`src/rtl/muldiv_ctrl_pkg.sv`:
```
// Shared types, op codes and helpers for the multiply/divide sequencer.
// Op codes 4..7 (multiply-accumulate) are only legal when MULACC_EN is defined.
package muldiv_ctrl_pkg;

  localparam int REG_W     = 32;
  localparam int DIV_ITERS = REG_W;
  localparam int CNT_W     = $clog2(DIV_ITERS);

  typedef logic [REG_W-1:0] word_t;
  typedef logic [3:0]       md_op_t;

  localparam md_op_t MD_MULT  = 4'd0;
  localparam md_op_t MD_MULTU = 4'd1;
  localparam md_op_t MD_DIV   = 4'd2;
  localparam md_op_t MD_DIVU  = 4'd3;
  localparam md_op_t MD_MADD  = 4'd4;
  localparam md_op_t MD_MADDU = 4'd5;
  localparam md_op_t MD_MSUB  = 4'd6;
  localparam md_op_t MD_MSUBU = 4'd7;

  typedef enum logic [1:0] {
    ST_IDLE = 2'd0,
    ST_MUL  = 2'd1,
    ST_DIV  = 2'd2,
    ST_DONE = 2'd3
  } md_state_e;

  function automatic logic md_valid(input md_op_t op);
`ifdef MULACC_EN
    return op <= MD_MSUBU;
`else
    return op <= MD_DIVU;
`endif
  endfunction

  function automatic logic md_is_div(input md_op_t op);
    return (op == MD_DIV) || (op == MD_DIVU);
  endfunction

  function automatic logic md_is_signed(input md_op_t op);
    return (op == MD_MULT) || (op == MD_DIV) || (op == MD_MADD) || (op == MD_MSUB);
  endfunction

  function automatic word_t abs_if(input logic en, input word_t v);
    return (en && v[REG_W-1]) ? -v : v;
  endfunction

endpackage

```
`src/rtl/muldiv_ctrl_if.sv`:
```
// EX-stage <-> mul/div sequencer signal bundle; slave is the sequencer side.
interface muldiv_ctrl_if;
  import muldiv_ctrl_pkg::*;

  logic   start_i;
  md_op_t op_i;
  word_t  src1_i;
  word_t  src2_i;
  logic   flush_i;
  word_t  hi_i;
  word_t  lo_i;
  logic   stall_o;
  logic   hilo_we_o;
  word_t  hi_o;
  word_t  lo_o;

  modport slave (
    input  start_i, op_i, src1_i, src2_i, flush_i, hi_i, lo_i,
    output stall_o, hilo_we_o, hi_o, lo_o
  );

  modport master (
    output start_i, op_i, src1_i, src2_i, flush_i, hi_i, lo_i,
    input  stall_o, hilo_we_o, hi_o, lo_o
  );
endinterface

```
`src/rtl/muldiv_div_core.sv`:
```
// One restoring-division step: shift {rem,quot} left by one, subtract divisor if it fits.
module muldiv_div_core
  import muldiv_ctrl_pkg::*;
(
  input  word_t rem_i,
  input  word_t quot_i,
  input  word_t divisor_i,
  output word_t rem_o,
  output word_t quot_o
);

  logic [REG_W:0] shifted;

  // NOTE: every output of a combinational block gets a value on every path, otherwise a latch is inferred.
  always_comb begin
    shifted = {rem_i, quot_i[REG_W-1]};
    rem_o   = shifted[REG_W-1:0];
    quot_o  = {quot_i[REG_W-2:0], 1'b0};
    if (shifted >= {1'b0, divisor_i}) begin
      rem_o  = REG_W'(shifted - {1'b0, divisor_i});
      quot_o = {quot_i[REG_W-2:0], 1'b1};
    end
  end

endmodule

```
`src/rtl/muldiv_ctrl.sv`:
```
// Multi-cycle MULT/MULTU/DIV/DIVU sequencer feeding a one-cycle HI/LO write.
// Define MULACC_EN to add MADD/MADDU/MSUB/MSUBU accumulating into hi_i/lo_i.
module muldiv_ctrl
  import muldiv_ctrl_pkg::*;
(
  input  logic cpu_clk_50M,
  input  logic cpu_rst_n,
  muldiv_ctrl_if.slave md
);

  md_state_e        state_q, state_d;
  md_op_t           op_q;
  word_t            a_q, b_q, rem_q;
  word_t            hi_q, lo_q;
  logic [CNT_W-1:0] count_q;
  logic             q_neg_q, r_neg_q;

  logic             accept, stall_d, in_signed, div_by_zero, last_iter;
  word_t            rem_n, quot_n;
  logic [2*REG_W-1:0] ext_a, ext_b, prod, mul_res;

  assign accept      = md.start_i & md_valid(md.op_i) & ~md.flush_i;
  assign in_signed   = md_is_signed(md.op_i);
  assign div_by_zero = md_is_div(md.op_i) & (md.src2_i == '0);
  assign last_iter   = (count_q == CNT_W'(DIV_ITERS - 1));

  // Sign/zero extension lets one 64-bit multiplier serve both signed and unsigned ops.
  assign ext_a = {{REG_W{md_is_signed(op_q) & a_q[REG_W-1]}}, a_q};
  assign ext_b = {{REG_W{md_is_signed(op_q) & b_q[REG_W-1]}}, b_q};
  assign prod  = ext_a * ext_b;

`ifdef MULACC_EN
  always_comb begin
    mul_res = prod;
    case (op_q)
      MD_MADD, MD_MADDU: mul_res = {md.hi_i, md.lo_i} + prod;
      MD_MSUB, MD_MSUBU: mul_res = {md.hi_i, md.lo_i} - prod;
      default:           mul_res = prod;
    endcase
  end
`else
  logic unused_hilo;
  assign unused_hilo = ^{md.hi_i, md.lo_i};
  assign mul_res     = prod;
`endif

  muldiv_div_core u_div_core (
    .rem_i     (rem_q),
    .quot_i    (a_q),
    .divisor_i (b_q),
    .rem_o     (rem_n),
    .quot_o    (quot_n)
  );

  always_comb begin
    state_d = state_q;
    stall_d = 1'b0;
    case (state_q)
      ST_IDLE: if (accept) begin
        stall_d = 1'b1;
        if (div_by_zero)               state_d = ST_DONE;
        else if (md_is_div(md.op_i))   state_d = ST_DIV;
        else                           state_d = ST_MUL;
      end
      ST_MUL: begin
        stall_d = 1'b1;
        state_d = ST_DONE;
      end
      ST_DIV: begin
        stall_d = 1'b1;
        if (last_iter) state_d = ST_DONE;
      end
      default: state_d = ST_IDLE;
    endcase
    if (md.flush_i) begin
      state_d = ST_IDLE;
      stall_d = 1'b0;
    end
  end

  // NOTE: sequential state uses non-blocking assignments; reset is synchronous, sampled on the clock edge.
  always_ff @(posedge cpu_clk_50M) begin
    if (!cpu_rst_n) begin
      state_q <= ST_IDLE;
      op_q    <= MD_MULT;
      a_q     <= '0;
      b_q     <= '0;
      rem_q   <= '0;
      count_q <= '0;
      q_neg_q <= 1'b0;
      r_neg_q <= 1'b0;
      hi_q    <= '0;
      lo_q    <= '0;
    end else begin
      state_q <= state_d;
      case (state_q)
        ST_IDLE: if (accept) begin
          op_q    <= md.op_i;
          count_q <= '0;
          rem_q   <= '0;
          q_neg_q <= in_signed & (md.src1_i[REG_W-1] ^ md.src2_i[REG_W-1]);
          r_neg_q <= in_signed & md.src1_i[REG_W-1];
          if (md_is_div(md.op_i)) begin
            a_q <= abs_if(in_signed, md.src1_i);
            b_q <= abs_if(in_signed, md.src2_i);
          end else begin
            a_q <= md.src1_i;
            b_q <= md.src2_i;
          end
          if (div_by_zero) begin
            hi_q <= md.src1_i;
            lo_q <= '1;
          end
        end
        ST_MUL: if (!md.flush_i) {hi_q, lo_q} <= mul_res;
        ST_DIV: begin
          if (md.flush_i) begin
            count_q <= '0;
          end else begin
            a_q     <= quot_n;
            rem_q   <= rem_n;
            count_q <= count_q + 1'b1;
            if (last_iter) begin
              lo_q <= q_neg_q ? -quot_n : quot_n;
              hi_q <= r_neg_q ? -rem_n : rem_n;
            end
          end
        end
        default: ;
      endcase
    end
  end

  assign md.stall_o   = cpu_rst_n & stall_d;
  assign md.hilo_we_o = cpu_rst_n & ~md.flush_i & (state_q == ST_DONE);
  assign md.hi_o      = hi_q;
  assign md.lo_o      = lo_q;

endmodule

```
`src/flat_wrapper.sv`:
```
// flat-port wrapper written by rule: the top's interface ports become plain ports
module muldiv_ctrl_flat import muldiv_ctrl_pkg::*;
  (cpu_clk_50M, cpu_rst_n, md_start_i, md_op_i, md_src1_i, md_src2_i, md_flush_i, md_hi_i, md_lo_i, md_stall_o, md_hilo_we_o, md_hi_o, md_lo_o);
  muldiv_ctrl_if md_i ();
  input  logic cpu_clk_50M;
  input  logic cpu_rst_n;
  input wire logic [$bits(md_i.start_i)-1:0] md_start_i;
  input wire logic [$bits(md_i.op_i)-1:0] md_op_i;
  input wire logic [$bits(md_i.src1_i)-1:0] md_src1_i;
  input wire logic [$bits(md_i.src2_i)-1:0] md_src2_i;
  input wire logic [$bits(md_i.flush_i)-1:0] md_flush_i;
  input wire logic [$bits(md_i.hi_i)-1:0] md_hi_i;
  input wire logic [$bits(md_i.lo_i)-1:0] md_lo_i;
  output wire logic [$bits(md_i.stall_o)-1:0] md_stall_o;
  output wire logic [$bits(md_i.hilo_we_o)-1:0] md_hilo_we_o;
  output wire logic [$bits(md_i.hi_o)-1:0] md_hi_o;
  output wire logic [$bits(md_i.lo_o)-1:0] md_lo_o;
  assign md_i.start_i = md_start_i;
  assign md_i.op_i = md_op_i;
  assign md_i.src1_i = md_src1_i;
  assign md_i.src2_i = md_src2_i;
  assign md_i.flush_i = md_flush_i;
  assign md_i.hi_i = md_hi_i;
  assign md_i.lo_i = md_lo_i;
  assign md_stall_o = md_i.stall_o;
  assign md_hilo_we_o = md_i.hilo_we_o;
  assign md_hi_o = md_i.hi_o;
  assign md_lo_o = md_i.lo_o;
  muldiv_ctrl u_core (.cpu_clk_50M(cpu_clk_50M), .cpu_rst_n(cpu_rst_n), .md(md_i));
endmodule
```
`config.mk`:
```
export PLATFORM = sky130hd
export DESIGN_NAME = muldiv_ctrl_flat
export DESIGN_NICKNAME = d
export VERILOG_FILES = /design/src/rtl/muldiv_ctrl_pkg.sv /design/src/rtl/muldiv_ctrl_if.sv /design/src/rtl/muldiv_div_core.sv /design/src/rtl/muldiv_ctrl.sv /design/src/flat_wrapper.sv
export SDC_FILE = /design/constraint.sdc
export NUM_CORES = 2
export LEC_CHECK = 0
export ABC_AREA = 1
export CAP_MARGIN = 10
export CORE_MARGIN = 2
export CORE_UTILIZATION = 45
export CTS_CLUSTER_SIZE = 20
export DETAILED_ROUTE_END_ITERATION = 7
export DONT_BUFFER_PORTS = 1
export HOLD_SLACK_MARGIN = 0.05
export PLACE_DENSITY_LB_ADDON = 0.08
export SYNTH_ARGS = -nofsm -noshare
export SYNTH_HDL_FRONTEND = slang
export SYNTH_HIERARCHICAL = 1
export SYNTH_SLANG_ARGS = --single-unit
```
`constraint.sdc`:
```
create_clock -name cpu_clk_50M -period 7.2 [get_ports cpu_clk_50M]
set_input_delay 0.72 -clock cpu_clk_50M [delete_from_list [all_inputs] [get_ports cpu_clk_50M]]
set_output_delay 0.72 -clock cpu_clk_50M [all_outputs]
set_load 0.01 [all_outputs]
```
# Word level (Yosys, flattened, before mapping)
# Index checks and enable logic that the tools add are counted.
dict set report totals {
  reg_bits 173
  latchBits 0
  mem_count 0
  mem_bits_ro 0
  out_inout_bits 66
  ram_bits 0
}
dict set report classes {
  n_lt_le_gt_ge 2
  muxes 37
  eq_ne 16
  n_addsub 6
  reduce_logical 22
  n_bitwise 13
  div 0
  shift 0
  n_mul 1
}
# cell count
set ops {}
lappend ops {{$mux 32} 21}
lappend ops {{$pmux 32 s3} 2}
lappend ops {{$neg 32->32} 4}
lappend ops {{$pmux 32 s2} 2}
lappend ops {{$mul 33x33->64} 1}
lappend ops {{$ge 33x32->1} 1}
lappend ops {{$logic_not 32->1} 1}
lappend ops {{$sub 32x32->32} 1}
lappend ops {{$eq 4x3->1 const B} 4}
lappend ops {{$eq 4x2->1 const B} 3}
lappend ops {{$and 1x1->1} 10}
lappend ops {{$mux 5} 2}
lappend ops {{$pmux 5 s2} 1}
lappend ops {{$logic_not 4->1} 2}
lappend ops {{$mux 2} 4}
lappend ops {{$logic_or 1x1->1} 7}
lappend ops {{$ne 2x1->1 const B} 3}
lappend ops {{$pmux 2 s3} 1}
lappend ops {{$reduce_and 2->1} 3}
lappend ops {{$reduce_and 6->1} 1}
lappend ops {{$add 5x1->5 const B} 1}
lappend ops {{$eq 5x5->1 const B} 1}
lappend ops {{$eq 2x2->1 const B} 2}
lappend ops {{$le 4x2->1 const B} 1}
lappend ops {{12 further kinds} 18}

# Longest topological paths before layout
dict set report depth {
  depth_word 9
  mapped_depth 36
}

# Cells and area by module
# Netlist, hierarchy kept.
# mod area_per_inst_um2 instances seq_area_each_um2 cells_per_inst
set modules_own_cells {}
lappend modules_own_cells {muldiv_ctrl 50315.8 1 3423.3 6746}
lappend modules_own_cells {muldiv_div_core 3459.6 1 0.0 687}

# Worst setup path after synthesis
# Ideal clock, no wire load.
dict set report synth_timing {
  path_kind {register to register}
  start {reg u_core.op_q[3]}
  end {reg u_core.hi_q[25], in the netlist u_core/md.hi_o[25]}
  slack_ns -0.407
  required_ns 7.068
  period_less_slack_ns 7.607
  path_stages_with_launch 30
  t_arrival_ns 7.475
  setup_time_ns 0.132
  cell_sequence {dfxtp_1 nor2_1 inv_1 clkbuf_1 buf_1 nor2_1 fa_1 inv_1 fa_1 inv_1 fa_1 inv_1 fa_1 fa_1 fa_1 fa_1 fa_1 inv_1 ha_1 nand2_1 nor2_1 inv_1 nor4_1 o21ai_0 nand3_1 nand2_1 nand3_1 nand2_1 nand2_1 a21oi_1}
}
dict set report synth_between {
  elab_chain_cells 8
  elab_cells_between_ends 12
}
# item line
set synth_rtl {}
lappend synth_rtl {{start, declared} muldiv_ctrl.sv:12} ;# md_op_t op_q;
lappend synth_rtl {{start signal, assigned} muldiv_ctrl.sv:98} ;# op_q <= md.op_i;
lappend synth_rtl {{$eq 4x2->1 / $logic_not 4->1 (equally long branches)} muldiv_ctrl_pkg.sv:41} ;# return (op == MD_MULT) || (op == MD_DIV) || (op == MD_MADD) || (op == MD_MSUB);
lappend synth_rtl {{$logic_or 1x1->1 (2 in series)} muldiv_ctrl_pkg.sv:41}
lappend synth_rtl {{$logic_or 1x1->1 *} muldiv_ctrl_pkg.sv:41}
lappend synth_rtl {{$and 1x1->1, on equally long branches} {muldiv_ctrl.sv:28, muldiv_ctrl.sv:29}}
lappend synth_rtl {{$mul 33x33->64 *} muldiv_ctrl.sv:30} ;# assign prod = ext_a * ext_b;
lappend synth_rtl {{$mux 32 *} muldiv_ctrl.sv:115} ;# ST_MUL: if (!md.flush_i) {hi_q, lo_q} <= mul_res;
lappend synth_rtl {{$pmux 32 s3 *} muldiv_ctrl.sv:96} ;# case (state_q)
lappend synth_rtl {{end signal, assigned} muldiv_ctrl.sv:111} ;# hi_q <= md.src1_i;
lappend synth_rtl {{end signal, assigned} muldiv_ctrl.sv:115}
lappend synth_rtl {{end signal, assigned} muldiv_ctrl.sv:125} ;# hi_q <= r_neg_q ? -rem_n : rem_n;
lappend synth_rtl {{end, declared} muldiv_ctrl.sv:14} ;# word_t hi_q, lo_q;
# Mark *: on every way between the ends. The rest lies on a longest branch, timed or not. The select of a mux whose other input is x is not followed.
# A chain may end at the register's enable or synchronous reset.

# Final worst setup path
dict set report layout_timing {
  start {reg u_core.op_q[0]}
  end {reg u_core.hi_q[29], in the netlist u_core/md.hi_o[29]}
}
# The elaborated chain is that of the path after synthesis.

==> impl_metrics.yaml <==
cells_and_area:
  drive_gt1_share_pct: 17.6
  fin_nets: 9322
  final_common_cell: "nand2_1"
  fin_area_um2: 64500
  finalNonFillerCells: 9357
  final_cell_mix: "1930 x nand2_1, 1822 x inv_1, 1092 x fa_1"
  syn2layout_area_growth_pct: 19.9
global_routing:
  grt_max_degree: 84
  grt_pass1_wl_um: 303000
  grt_pass1_vias: 49400
  grt_antenna_before_repair: 9
  overflow: 0
  grtUsageTotal_pct: 33.2
pwr:
  finalPower_w: 0.00371
  powerDensity_nw_per_um2: 57.5
  vdd_drop_max_v: 0.000209
  leakage_nw: 32.5
logic_synthesis:
  async_flop_share_pct: 0
  synth_warnings: 6
  yosysUniqueCellTypes: 59
  synth-edff-count: 0
  syn-num-nets: 8950
  synth_top_flop_cell: "dfxtp_1"
  synth_top_cell_area_share_pct: 41.9
  synth_area_per_cell_um2: 7.23
  synth_cells: 7433
  synth_top_area_cell: "fa_1"
  ys_ff_latch: 171
  synthTopCellsByArea: "fa_1 42%, nand2_1 14%, inv_1 13%"
  seq_area_frac_synth_pct: 6.37
  synth_area_um2: 53800
critical_path:
  r2r_slack_ns: -0.18
  cp_slowest_stage_delay_ns: 0.64
  worstPathRequired_ns: 7.66
  arrival_ns: 7.84
  regToRegStartpoint: "u_core/op_q[0]"
  crit_path_max_fanout: 8
  path_class: "reg2reg"
  worst_path_max_delay_cell: "fa_2"
  critPathLaunchType: "register"
  critPathCaptureType: "register"
  ff2ff_path_depth: 33
  reg2reg_to: "u_core/md.hi_o[29]"
drt:
  via_per_inst: 5.23
  detail_route.iter0.violations: 3799
  ant_nets: 0
  routed_wl_um: 202000
  wl_per_cell_um: 21.6
  detail_route.drc_violations: 0
  drt_pre_antenna_iters: 6
  dr_total_vias: 48900
timing:
  hold_viol: 0
  finClkSkew_ns: 0.0225
  setup_violations: 23
  slew_viol_final: 0
  fmax_mhz: 135
  slew_headroom_pct: 25.6
  min_period_ns: 7.38
  rsz0062_at_grt: "true"
  setup_ws_ns: -0.181
  tns_ns: -1.63
  worstMarginPinSlew_ns: 1.10
  fin_crit_sh_pct: 103
placed_design:
  dp.final_hpwl_um: 167000
  gp_congestion: 0.992
  dpl_cell_area_um2: 60300
  dp.cells: 9245
  port_buffers: 0
  pre_cts_ws_ns: -0.551
hold_path:
  hold_depth: 2
  hold_start: "cpu_rst_n"
  min_to: "u_core/md.lo_o[3]"
  hold_class: "in2reg"
clock_network:
  cts_hold_buf: 0
  path_clk_slew_ns: 0.10
  htreeDepth: 4
  numClockSinks: 171
  ctsLongestPathBuffers: 2
  root_buffer: "clkbuf_16"
  cts_tree: "yes"
  cts_buffers: 17
  clkLatencyLatePin_ns: 0.55
floorplan:
  initial_core_util_pct: 45.5
  io_pins: 202
  num_rows: 126
  dieArea_um2: 122000
  die_w_um: 350
  die_h_um: 350
  core_um2: 118000
status:
  violations: "setup timing"
  outcome: "complete, but fails checks"
run:
  max-cap-violations: 0
-- what timing repair did --
item | in CTS | in global routing
hold endpoints to repair | 0 | 0
pin swaps | 49 | 156
resized for setup | 288 | 432
gates cloned | 1 | 9
setup endpoints to repair | 39 | 44
setup buffers | 14 | 58
-- cells in the mapped netlist (24+ instances only) --
master	instances
nor2_1	410
o21ai_0	230
nor3_1	38
xor2_1	36
clkbuf_1	311
ha_1	255
dfxtp_1	171
a21oi_1	328
or2_2	24
fa_1	1126
nand2_1	2021
inv_1	1874
nand4_1	35
nand3_1	246
buf_4	33
-- power by group --
group / internal (W) / total [W] / switching (W)
registers: 0.000955 / 0.000972 / 0.0000168
logic: 0.000545 / 0.00162 / 0.00107
clock network: 0.000498 / 0.00112 / 0.000622
-- worst max-delay path: cells and delay by family, from the launching register on --
kind / cells / cell delay, ns
AOI/OAI and AO/OA: 3 / 0.41
adders and majority gates: 9 / 4.47
and+or+nand+nor: 10 / 0.74
DFF: 1 / 0.37
buffers and inverters: 11 / 1.29
-- flip-flops by register name, summed over array words and instances (netlist names) --
signal          cells
u_core/q_neg_q      1
u_core/md.lo_o     32
u_core/b_q         32
u_core/count_q      5
u_core/rem_q       32
u_core/r_neg_q      1
u_core/md.hi_o     32
u_core/op_q         2
u_core/state_q      2
u_core/a_q         32
-- layout make-up --
class / count / area, um^2
diodes: 3 / 7.51
clock buffers: 17 / 425
clock inverters: 15 / 228
fillers: 11500 / 53800
inverters: 1891 / 7120
multi-input cells: 4979 / 43900
flip-flops and latches: 171 / 3480
well taps: 1536 / 1920
repair buffers: 745 / 7410
-- kinds of logic (layout without fill, tap and decap cells) --
group / count (synthesis) / count (layout) / share of synthesized area (%)
adders and majority gates: 1381 / 1381 / 47.9
AOI/OAI and AO/OA: 685 / 685 / 6.95
other: 0 / 3 / 0
buffers and inverters: 2283 / 2668 / 16.3
DFF: 171 / 171 / 6.37
xor gates and xnor gates: 40 / 40 / 0.651
and+or+nand+nor: 2873 / 2873 / 21.9
-- layer usage --
| layer | up-vias | part of all wire (%) | GRT usage, % |
|---|---|---|---|
| met5 | - | 0.019 | 0 |
| met4 | 6 | 4.0 | 10.1 |
| met3 | 313 | 6.9 | 4.41 |
| met2 | 1625 | 47 | 55.3 |
| met1 | 24600 | 42 | 45.0 |
| li1 | 22400 | - | - |
-- worst max-delay path by stage --
stage	from	to	slack [ns]	cells past startpoint
global placement	u_core/op_q[3]	u_core/md.hi_o[31]	-0.52	33
floorplan	u_core/a_q[31]	u_core/md.hi_o[25]	-0.01	28
CTS	u_core/a_q[31]	u_core/md.hi_o[21]	-0.15	31
detailed placement	u_core/op_q[0]	u_core/md.hi_o[12]	-0.55	31
global route	u_core/op_q[3]	u_core/md.hi_o[29]	-0.43	33
finish	u_core/op_q[0]	u_core/md.hi_o[29]	-0.18	33
-- stage by stage --
stage               hold slack (ns)  utilization (%)
floorplan                     0.439                -
global placement              0.450             51.0
detailed placement            0.454             51.0
CTS                           0.271             52.6
global route                  0.313             54.5
finish                        0.304             54.5
Note: power is estimated with default switching activity, not from simulation.
